File: src/rtl/telemetry_rx.sv
// Telemetry link receiver: 8N1 UART deserializer plus a frame parser that locks on
// the 0xAA 0x55 delimiter and publishes three 12-bit words with a one-cycle strobe.
module telemetry_rx #(
    parameter int BAUD_DIV = 2604
) (
    input  logic        clk,
    input  logic        rst,
    input  logic        RX,
    output logic [11:0] batt_v,
    output logic [11:0] avg_curr,
    output logic [11:0] avg_torque,
    output logic        frm_vld,
    output logic        frm_err,
    output logic [1:0]  dbg_byte_state,
    output logic [2:0]  dbg_parse_state
);

    localparam logic [15:0] HALF_M1 = 16'(BAUD_DIV / 2 - 1);
    localparam logic [15:0] FULL_M1 = 16'(BAUD_DIV - 1);

    typedef enum logic [1:0] {IDLE, START, DATA, STOP} byte_state_t;
    typedef enum logic [2:0] {HUNT, GOT_AA, PAY0, PAY1, PAY2, PAY3, PAY4, PAY5} parse_state_t;

    logic         rx_meta_q, rx_s_q;
    byte_state_t  bstate_q, bstate_d;
    logic [15:0]  cnt_q, cnt_d;
    logic [2:0]   bit_q, bit_d;
    logic [7:0]   shreg_q, shreg_d;
    logic         byte_rdy_q, byte_rdy_d;
    logic         stop_err_q, stop_err_d;

    parse_state_t pstate_q, pstate_d;
    logic [11:0]  sh_batt_q, sh_batt_d, sh_curr_q, sh_curr_d, sh_torq_q, sh_torq_d;
    logic [11:0]  batt_q, batt_d, curr_q, curr_d, torq_q, torq_d;
    logic         vld_q, vld_d, err_q, err_d;

    always_ff @(posedge clk) begin
        if (rst) begin
            rx_meta_q  <= 1'b1;
            rx_s_q     <= 1'b1;
            bstate_q   <= IDLE;
            cnt_q      <= '0;
            bit_q      <= '0;
            shreg_q    <= '0;
            byte_rdy_q <= 1'b0;
            stop_err_q <= 1'b0;
            pstate_q   <= HUNT;
            sh_batt_q  <= '0;
            sh_curr_q  <= '0;
            sh_torq_q  <= '0;
            batt_q     <= '0;
            curr_q     <= '0;
            torq_q     <= '0;
            vld_q      <= 1'b0;
            err_q      <= 1'b0;
        end else begin
            rx_meta_q  <= RX;
            rx_s_q     <= rx_meta_q;
            bstate_q   <= bstate_d;
            cnt_q      <= cnt_d;
            bit_q      <= bit_d;
            shreg_q    <= shreg_d;
            byte_rdy_q <= byte_rdy_d;
            stop_err_q <= stop_err_d;
            pstate_q   <= pstate_d;
            sh_batt_q  <= sh_batt_d;
            sh_curr_q  <= sh_curr_d;
            sh_torq_q  <= sh_torq_d;
            batt_q     <= batt_d;
            curr_q     <= curr_d;
            torq_q     <= torq_d;
            vld_q      <= vld_d;
            err_q      <= err_d;
        end
    end

    // Byte FSM: every sample is taken at mid-bit, counted from the mid-start point.
    always_comb begin
        bstate_d   = bstate_q;
        cnt_d      = cnt_q + 16'd1;
        bit_d      = bit_q;
        shreg_d    = shreg_q;
        byte_rdy_d = 1'b0;
        stop_err_d = 1'b0;
        case (bstate_q)
            IDLE: begin
                cnt_d = '0;
                if (!rx_s_q) bstate_d = START;
            end
            START: begin
                if (cnt_q == HALF_M1) begin
                    cnt_d = '0;
                    if (!rx_s_q) begin
                        bstate_d = DATA;
                        bit_d    = '0;
                    end else begin
                        bstate_d = IDLE;
                    end
                end
            end
            DATA: begin
                if (cnt_q == FULL_M1) begin
                    cnt_d   = '0;
                    shreg_d = {rx_s_q, shreg_q[7:1]};
                    if (bit_q == 3'd7) bstate_d = STOP;
                    else               bit_d    = bit_q + 3'd1;
                end
            end
            STOP: begin
                if (cnt_q == FULL_M1) begin
                    bstate_d   = IDLE;
                    byte_rdy_d = rx_s_q;
                    stop_err_d = !rx_s_q;
                end
            end
            default: bstate_d = IDLE;
        endcase
    end

    // Parser: shreg_q still holds the completed byte while byte_rdy_q is high.
    always_comb begin
        pstate_d  = pstate_q;
        sh_batt_d = sh_batt_q;
        sh_curr_d = sh_curr_q;
        sh_torq_d = sh_torq_q;
        batt_d    = batt_q;
        curr_d    = curr_q;
        torq_d    = torq_q;
        vld_d     = 1'b0;
        err_d     = 1'b0;
        if (stop_err_q) begin
            err_d    = 1'b1;
            pstate_d = HUNT;
        end else if (byte_rdy_q) begin
            case (pstate_q)
                HUNT:   if (shreg_q == 8'hAA) pstate_d = GOT_AA;
                GOT_AA: begin
                    if (shreg_q == 8'h55)      pstate_d = PAY0;
                    else if (shreg_q != 8'hAA) pstate_d = HUNT;
                end
                PAY0, PAY2, PAY4: begin
                    if (shreg_q[7:4] != 4'h0) begin
                        err_d    = 1'b1;
                        pstate_d = HUNT;
                    end else begin
                        if (pstate_q == PAY0)      sh_batt_d[11:8] = shreg_q[3:0];
                        else if (pstate_q == PAY2) sh_curr_d[11:8] = shreg_q[3:0];
                        else                       sh_torq_d[11:8] = shreg_q[3:0];
                        pstate_d = parse_state_t'(pstate_q + 3'd1);
                    end
                end
                PAY1: begin
                    sh_batt_d[7:0] = shreg_q;
                    pstate_d       = PAY2;
                end
                PAY3: begin
                    sh_curr_d[7:0] = shreg_q;
                    pstate_d       = PAY4;
                end
                PAY5: begin
                    batt_d   = sh_batt_q;
                    curr_d   = sh_curr_q;
                    torq_d   = {sh_torq_q[11:8], shreg_q};
                    vld_d    = 1'b1;
                    pstate_d = HUNT;
                end
                default: pstate_d = HUNT;
            endcase
        end
    end

    assign batt_v          = batt_q;
    assign avg_curr        = curr_q;
    assign avg_torque      = torq_q;
    assign frm_vld         = vld_q;
    assign frm_err         = err_q;
    assign dbg_byte_state  = bstate_q;
    assign dbg_parse_state = pstate_q;

endmodule

File: config.mk
export PLATFORM = sky130hd
export DESIGN_NAME = telemetry_rx
export DESIGN_NICKNAME = d
export VERILOG_FILES = /design/src/rtl/telemetry_rx.sv
export SDC_FILE = /design/constraint.sdc
export NUM_CORES = 1
export LEC_CHECK = 0
export ABC_AREA = 1
export CAP_MARGIN = 20
export CORE_MARGIN = 8
export CORE_UTILIZATION = 47
export DETAILED_ROUTE_END_ITERATION = 12
export PLACE_DENSITY_LB_ADDON = 0.15
export SKIP_LAST_GASP = 1
export SYNTH_ARGS = -nofsm -noshare
export SYNTH_HDL_FRONTEND = slang
export SYNTH_SLANG_ARGS = --single-unit
File: constraint.sdc
create_clock -name clk -period 3.2 [get_ports clk]
set_clock_uncertainty 0.05 [all_clocks]
set_input_delay 0.64 -clock clk [delete_from_list [all_inputs] [get_ports clk]]
set_output_delay 0.64 -clock clk [all_outputs]
set_load 0.02 [all_outputs]
Yosys cells after proc, flatten, opt, wreduce, memory -nomap -nowiden

Cells that the tools add are included.

Add/subtract/negate cells: 3
Equal/unequal tests: 25
Multiplexer cells: 25
Bitwise operators: 7
Reduce and logical (&&, ||, !) cells: 19

Operators by type and width:

| kind                                                              | count |
|---|---|
| 16-bit one-hot mux with 3 select lines                            | 1 |
| 16-bit 2-to-1 mux                                                 | 2 |
| 3-bit 2-to-1 mux                                                  | 8 |
| 3-bit one-hot mux with 6 select lines                             | 1 |
| 16-bit by 1-bit adder with 16-bit output, second input constant   | 1 |
| 16-bit by 11-bit == test with 1-bit output, second input constant | 1 |
| 16-bit by 12-bit == test with 1-bit output, second input constant | 1 |
| 2-bit != test, second input constant                              | 8 |
| 3-bit == test, second input constant                              | 5 |
| 5-bit AND reduction                                               | 3 |
| 2-bit 2-to-1 mux                                                  | 6 |
| 3-bit AND reduction                                               | 4 |
| 6-bit AND reduction                                               | 2 |
| 3-bit OR reduction                                                | 3 |
| 8-bit by 7-bit == test with 1-bit output, second input constant   | 1 |
| 8-bit == test, second input constant                              | 1 |
| 8-bit != test, second input constant                              | 1 |
| 2-bit one-hot mux with 4 select lines                             | 1 |
| 1-bit NOT                                                         | 7 |
| 3-bit by 1-bit adder with 3-bit output, second input constant     | 2 |
| 3-bit by 2-bit == test with 1-bit output, second input constant   | 2 |
| 3-bit one-hot mux with 2 select lines                             | 1 |
| 1-bit 2-to-1 mux                                                  | 5 |
| 2-bit == test, second input constant                              | 2 |
| other kinds (10)                                                  | 10 |

Register bits after elaboration: 102
Bits of input ports: 3
Logic and storage cells: 98

Depth between registers and ports, before layout

Gate-level depths: netlist of the first run.

Depth in word-level cells: 5
Mapped depth: 14
Mapped depth without buffers: 14

Worst setup path after synthesis of the first run

No wires, ideal clock.

Path type: register to register
Start point: reg pstate_q[0] (netlist: dbg_parse_state[0])
End point: reg torq_q[7] (netlist: avg_torque[7])
Data arrival time: 1622 ps
Required time: 3018 ps
Setup slack: 1396 ps
Cell stages (with the launch flop): 8
Buffers on the path: 2
Path through: dfxtp_1 -> ha_1 -> ha_1 -> clkbuf_1 -> nand2_1 -> buf_2 -> nand2_1 -> a21oi_1

Longest elaborated chain between the ends: 2

RTL lines:

| element                              | line | source |
|---|---|---|
| from (decl)                          | 32   | `parse_state_t pstate_q, pstate_d;` |
| from (signal assigned)               | 65   | `pstate_q <= pstate_d;` |
| 3-bit == test                        | 135  | `case (pstate_q)` |
| 3-bit AND reduction (no source line) | n/a  |  |
| to (signal assigned)                 | 71   | `torq_q <= torq_d;` |
| to (decl)                            | 34   | `logic [11:0] batt_q, batt_d, curr_q, curr_d, torq_q, torq_d;` |

Every way passes these cells.
A chain may end at the register's enable or synchronous reset.

Worst setup path in the final report of the first run

Start point: reg bstate_q[0] (netlist: dbg_byte_state[0])
End point: out dbg_byte_state[0]

RTL lines:

| element                | line | source |
|---|---|---|
| from (decl)            | 25   | `byte_state_t bstate_q, bstate_d;` |
| from (signal assigned) | 59   | `bstate_q <= bstate_d;` |
| to (decl)              | 14   | `output logic [1:0] dbg_byte_state,` |

No word-level cell between the ends.

==> results of run 1 <==
[power by group through the flow]
stage | Combinational [mW] | Clock [mW] | Sequential, mW
2_1_floorplan | 0.0712 | 0 | 1.32
3_3_place_gp | 0.0925 | 0 | 1.31
3_5_place_dp | 0.0944 | 0 | 1.31
4_1_cts | 0.0950 | 0.826 | 1.29
5_1_grt | 0.105 | 0.886 | 1.29
6_report | 0.0935 | 0.810 | 1.28
[layer usage]
| metal | part of all wire, % | GRT usage [%] | routed length [um] | vias to the layer above |
|---|---|---|---|---|
| met5 | 0 | 0 | 0 | - |
| met4 | 1.1 | 5.486 | 105 | 0 |
| met3 | 5.9 | 3.221 | 589 | 9 |
| met2 | 44 | 24.97 | 4335 | 83 |
| met1 | 49 | 21.41 | 4875 | 1682 |
| li1 | - | - | - | 1936 |
[path summary, 6_finish.rpt]
path,start,endpoint,slack (ns)
setup / recovery,dbg_byte_state[0],dbg_byte_state[0],0.94
hold / removal,rx_meta_q,rx_s_q,0.37
setup reg to reg,cnt_q[0],shreg_q[4],1.22
hold reg to reg,rx_meta_q,rx_s_q,0.37
[final cells by class]
| class | instances | share of cell area, % |
|---|---|---|
| multi-input combinational | 380 | 39.12 |
| clock buffer | 10 | 2.711 |
| sequential | 102 | 40.23 |
| clock inverter | 6 | 1.183 |
| tap | 111 | 2.736 |
| inverter | 61 | 4.659 |
| timing repair buffer | 49 | 9.367 |
[through the flow]
stage          std cells  hold slack [ns]  util (%)  setup slack (ns)
6_report             719           0.3678     55.46            0.9376
5_1_grt              719           0.3874     55.46            0.8740
4_1_cts              719           0.3709     55.46            0.9123
3_5_place_dp         703           0.3463     53.30             1.262
3_3_place_gp         703           0.3464     53.30             1.315
2_1_floorplan        567           0.3395         -             1.396
[sequential cells by signal, summed over array words and instances (netlist names), 3 cells and up, named ones only]
| name | flops |
|---|---|
| avg_curr | 12 |
| cnt_q | 16 |
| sh_batt_q | 12 |
| bit_q | 3 |
| shreg_q | 8 |
| avg_torque | 12 |
| sh_torq_q | 4 |
| sh_curr_q | 12 |
| dbg_parse_state | 3 |
| batt_v | 12 |
[kinds of logic after synthesis]
group,count (synthesis),share of synthesized area (%)
xor+xnor,2,0.4006
compound gates,115,13.82
flops,102,46.70
buf+inv,85,7.954
fa+ha+maj,10,2.861
simple gates,253,28.27
[layout by cell type, fill, tap and decap left out, drive strengths merged, types with 6 or more instances in the layout]
cell	n
inv	66
clkdlybuf4s50	44
nor3	10
clkbuf	10
nand2	101
nand3	67
ha	10
o21ai	28
nor2	61
nand4	6
a21oi	76
dfxtp	102
==> out/qor.csv, run 1 <==
metric,value,unit
clk_latency,0.37,ns
postCtsHoldBufs,0,
cts_tree,built,
grt_max_degree,58,
crit_path_max_fanout,8,
die_w,112.5,um
vias_per_cell,5.160,
clk_path_buf_depth,2,
powerDensity,431.1,nW/um2
status,"finished, final reports clean",
grt_usage,15.97,%
rr_worst_depth,8,
synth_area,4373,um2
nets,616,
synth_cell_types,37,
routedWlPerCell,13.78,um
crit_required,2.51,ns
crit_chain,clkdlybuf4s50_1,
start_util,47.78,%
switching_share,25.45,%
die-height,112.5,um
dieArea,12650,um2
comb_power_share,4.3,%
clock.fmax,442.0,MHz
ys.flop_type,dfxtp_1,
min_period,2.262,ns
dp_hpwl,7149,um
crit_buf_inv,1,
min_path_cells,1,
synth_edf_count,0,
numClockSinks,102,
clockPowerShare,37.0,%
cp-end-kind,output port,
final_hold_viol_count,0,
power,2.188,mW
relSlewSlack,42.24,%
min_path_type,reg -> reg,
rows,35,
gr-total-overflow,0,
synth_area_leaders,"dfxtp_1 (47%), a21oi_1 (8.7%), nand2_1 (7.9%), nand3_1 (7.0%), inv_1 (5.0%)",
antenna_found_initial,0,
max_stage_delay,0.69,ns
rsz0062_at_grt,false,
synthesis.nets,580,
multi_input_area,1986,um2
io_pins,46,
placed_cell_area,4878,um2
ant_nets,0,
power.internal,1.632,mW
seq_area_frac_synth,46.70,%
clk_pin_slew,0.10,ns
final_cell_area,5076,um2
cp-start-kind,register,
syn-instance-count,567,
slowest_stage,clkdlybuf4s50_1,
h-tree-depth,3,
gp_congestion,0.8432,
drv_cap,0,
fill_cells,888,
final.period_utilization,70.70,%
ys_top_cells_by_count,"dfxtp_1 (102), nand2_1 (92), a21oi_1 (76)",
synth_top_area_share,46.70,%
synthArstFlopShare,0,%
leakagePower,1.826,nW
core_area,9153,um2
syn_area_per_cell,7.712,um2
area_growth,16.08,%
drtIter0Drc,170,
yosys_warnings,0,
grt_pass1_wl,16880,um
synth.ff_latch_count,102,
tightest_slew,0.8655,ns
drc,0,
first_pass_iters,4,
pwr-share-seq,58.7,%
antennaDiodeCount,0,
final_layout_size_suffix_gt1_share,9.704,%
cts.root.buffer_cell,clkbuf_8,
switchingPower,0.5569,mW
routed_wl,9906,um
synth.most_common_cell,dfxtp_1,
path_depth,1,
setup_viol,0,
post_cts_buffers,0,
crit_arrival,1.57,ns
crit_family,buffers and inverters,
critPathKind,reg -> out,
grt_pass1_vias,3529,
regArea,2042,um2
slew_viol_final,0,
vdd.ir_drop.worst,238.1,uV
vias,3710,
postCtsResizedCells,0,
synth_largest_area_cell,dfxtp_1,
io_buffers,45,
cts_buffers,9,
setup_tns,0,ns
Note: power is estimated with default switching activity, not from simulation.
==> run 2, diff against run 1 <==
- clock period: 3.2 -> 1.8 ns (I/O delays scaled with it)
==> out/qor.csv, run 2 (synthesized netlist as in run 1, its figures left out) <==
metric,value,unit,change
status,"finished, final reports clean",,unchanged
antennaDiodeCount,0,,unchanged
routedWlPerCell,13.62,um,was 13.78 um
routed_wl,9995,um,was 9906 um
crit_path_max_fanout,2,,was 8
crit_chain,clkdlybuf4s50_1,,unchanged
final.period_utilization,96.12,%,
numClockSinks,102,,unchanged
ant_nets,0,,unchanged
rsz0062_at_grt,true,,was false
path_depth,1,,unchanged
largest_reg_flops,16,,unchanged
comb_power_share,5.0,%,was 4.3%
switching_share,24.37,%,was 25.45%
final_common_cell,dfxtp_1,,unchanged
clk_latency,0.36,ns,was 0.37 ns
clk_pin_slew,0.09,ns,was 0.10 ns
io_pins,46,,unchanged
start_util,47.78,%,unchanged
grt_usage,16.53,%,was 15.97%
max_flop_register,cnt_q,,unchanged
slew_viol_final,0,,unchanged
nets,631,,was 616
post_cts_buffers,0,,unchanged
slowest_stage,clkdlybuf4s50_1,,unchanged
cts.root.buffer_cell,clkbuf_8,,unchanged
grt_max_degree,40,,was 58
clockPowerShare,37.6,%,was 37.0%
relSlewSlack,72.85,%,was 42.24%
h-tree-depth,3,,unchanged
reg2reg_slack,0.14,ns,was 1.22 ns
die_w,112.5,um,unchanged
critPathKind,reg -> out,,unchanged
tightest_slew,0.4073,ns,was 0.8655 ns
crit_arrival,1.32,ns,was 1.57 ns
worstSetupEndpoint,dbg_byte_state[0],,unchanged
vdd.ir_drop.worst,529.8,uV,was 238.1 uV
final_layout_size_suffix_gt1_share,12.84,%,was 9.704%
cp-start-kind,register,,unchanged
rows,35,,unchanged
io_buffers,45,,unchanged
fin_cells,734,,was 719
final_hold_viol_count,0,,unchanged
crit_family,buffers and inverters,,unchanged
gr-total-overflow,0,,unchanged
gp_congestion,0.8886,,was 0.8432
drtIter0Drc,153,,was 170
r2r_end,sh_torq_q[11],,was shreg_q[4]
critPathLaunch,dbg_byte_state[0],,unchanged
postCtsHoldBufs,0,,unchanged
die-height,112.5,um,unchanged
crit_buf_inv,1,,unchanged
cp-end-kind,output port,,unchanged
drv_cap,0,,unchanged
pwr-share-seq,57.4,%,was 58.7%
core_area,9153,um2,unchanged
vias,3721,,was 3710
max_stage_delay,0.63,ns,was 0.69 ns
dieArea,12650,um2,unchanged
grt_pass1_wl,17400,um,was 16880 um
cts_buffers,9,,unchanged
dp.cells,717,,was 703
min_path_type,reg -> reg,,unchanged
dp_hpwl,7298,um,was 7149 um
min_period,1.730,ns,
clk_path_buf_depth,2,,unchanged
drc,0,,unchanged
switchingPower,0.9656,mW,was 0.5569 mW
rr_worst_depth,9,,was 8
cts_tree,built,,unchanged
vias_per_cell,5.069,,was 5.160
antenna_found_initial,0,,unchanged
power.internal,2.996,mW,was 1.632 mW
first_pass_iters,4,,unchanged
powerDensity,756.8,nW/um2,was 431.1 nW/um2
utilization,57.20,%,was 55.46%
final_cell_mix,"dfxtp_1 (99), nand2_1 (91), a21oi_1 (76), nand3_1 (61), inv_1 (58)",,"was dfxtp_1 (102), nand2_1 (92), a21oi_1 (76), nand3_1 (61), inv_1 (58)"
grt_pass1_vias,3597,,was 3529
crit_required,1.39,ns,was 2.51 ns
setup_viol,0,,unchanged
crit-reg2reg-launch,dbg_parse_state[0],,was cnt_q[0]
leakagePower,2.056,nW,was 1.826 nW
area_growth,19.71,%,was 16.08%
clock.fmax,578.0,MHz,
-- run 2: area by class of cell --
cell class / instances / area (um2)
flip-flops and latches: 102 / 2046
repair buffers: 63 / 593.1
clock inverters: 6 / 81.33
clock buffers: 10 / 127.6
inverters: 61 / 236.5
multi-input cells: 381 / 2012
well taps: 111 / 138.9
fillers: 898 / 3918
-- run 2: worst register-to-register path, stage by stage (launching register included) --
cell and delay, ns:
dfxtp_2 0.36, inv_1 0.10, ha_2 0.20, nand2_2 0.10, nand2_2 0.11, inv_1 0.07
nor2_2 0.12, nand4_1 0.19, o21ai_0 0.20, a21oi_1 0.05
-- run 2: metrics by stage --
step | instance area [um2] | hold slack [ns] | total power [mW] | worst slack [ns] | setup TNS, ns
2_1_floorplan | 4374 | 0.3395 | 2.466 | 0.01232 | 0
3_3_place_gp | 4985 | 0.3461 | 2.512 | 0.1400 | 0
3_5_place_dp | 4985 | 0.3434 | 2.518 | 0.09392 | 0
4_1_cts | 5189 | 0.3681 | 3.993 | 0.03696 | 0
5_1_grt | 5235 | 0.3779 | 4.123 | -0.01835 | -0.02610
6_report | 5235 | 0.3663 | 3.962 | 0.06985 | 0
-- run 2: worst min-delay path by stage --
stage	depth (start not counted)	end	from
2_1_floorplan	1	rx_s_q	rx_meta_q
3_3_place_gp	1	rx_s_q	rx_meta_q
3_5_place_dp	1	rx_s_q	rx_meta_q
4_1_cts	1	rx_s_q	rx_meta_q
5_1_grt	1	rx_s_q	rx_meta_q
6_report	1	rx_s_q	rx_meta_q
-- run 2: power by group through the flow --
stage / clock (mW) / sequential, mW / combinational, mW
after detailed placement: 0 / 2.33 / 0.191
after CTS: 1.53 / 2.27 / 0.191
after floorplan: 0 / 2.34 / 0.127
final: 1.49 / 2.28 / 0.197
after global routing: 1.62 / 2.28 / 0.220
after global placement: 0 / 2.33 / 0.186
-- run 2: what timing repair did --
action | 4_1_cts | 5_1_grt
gates cloned | 0 | 1
pin swaps | 0 | 3
resized for setup | 4 | 17
setup endpoints to repair | 4 | 25
-- run 2: per-layer routing --
metal	track usage, %	part of all wire (%)	vias up
li1	-	-	1966
met1	21.80	48	1673
met2	25.49	45	78
met3	5.153	6.1	4
met4	4.406	0.55	0
met5	0	0	-
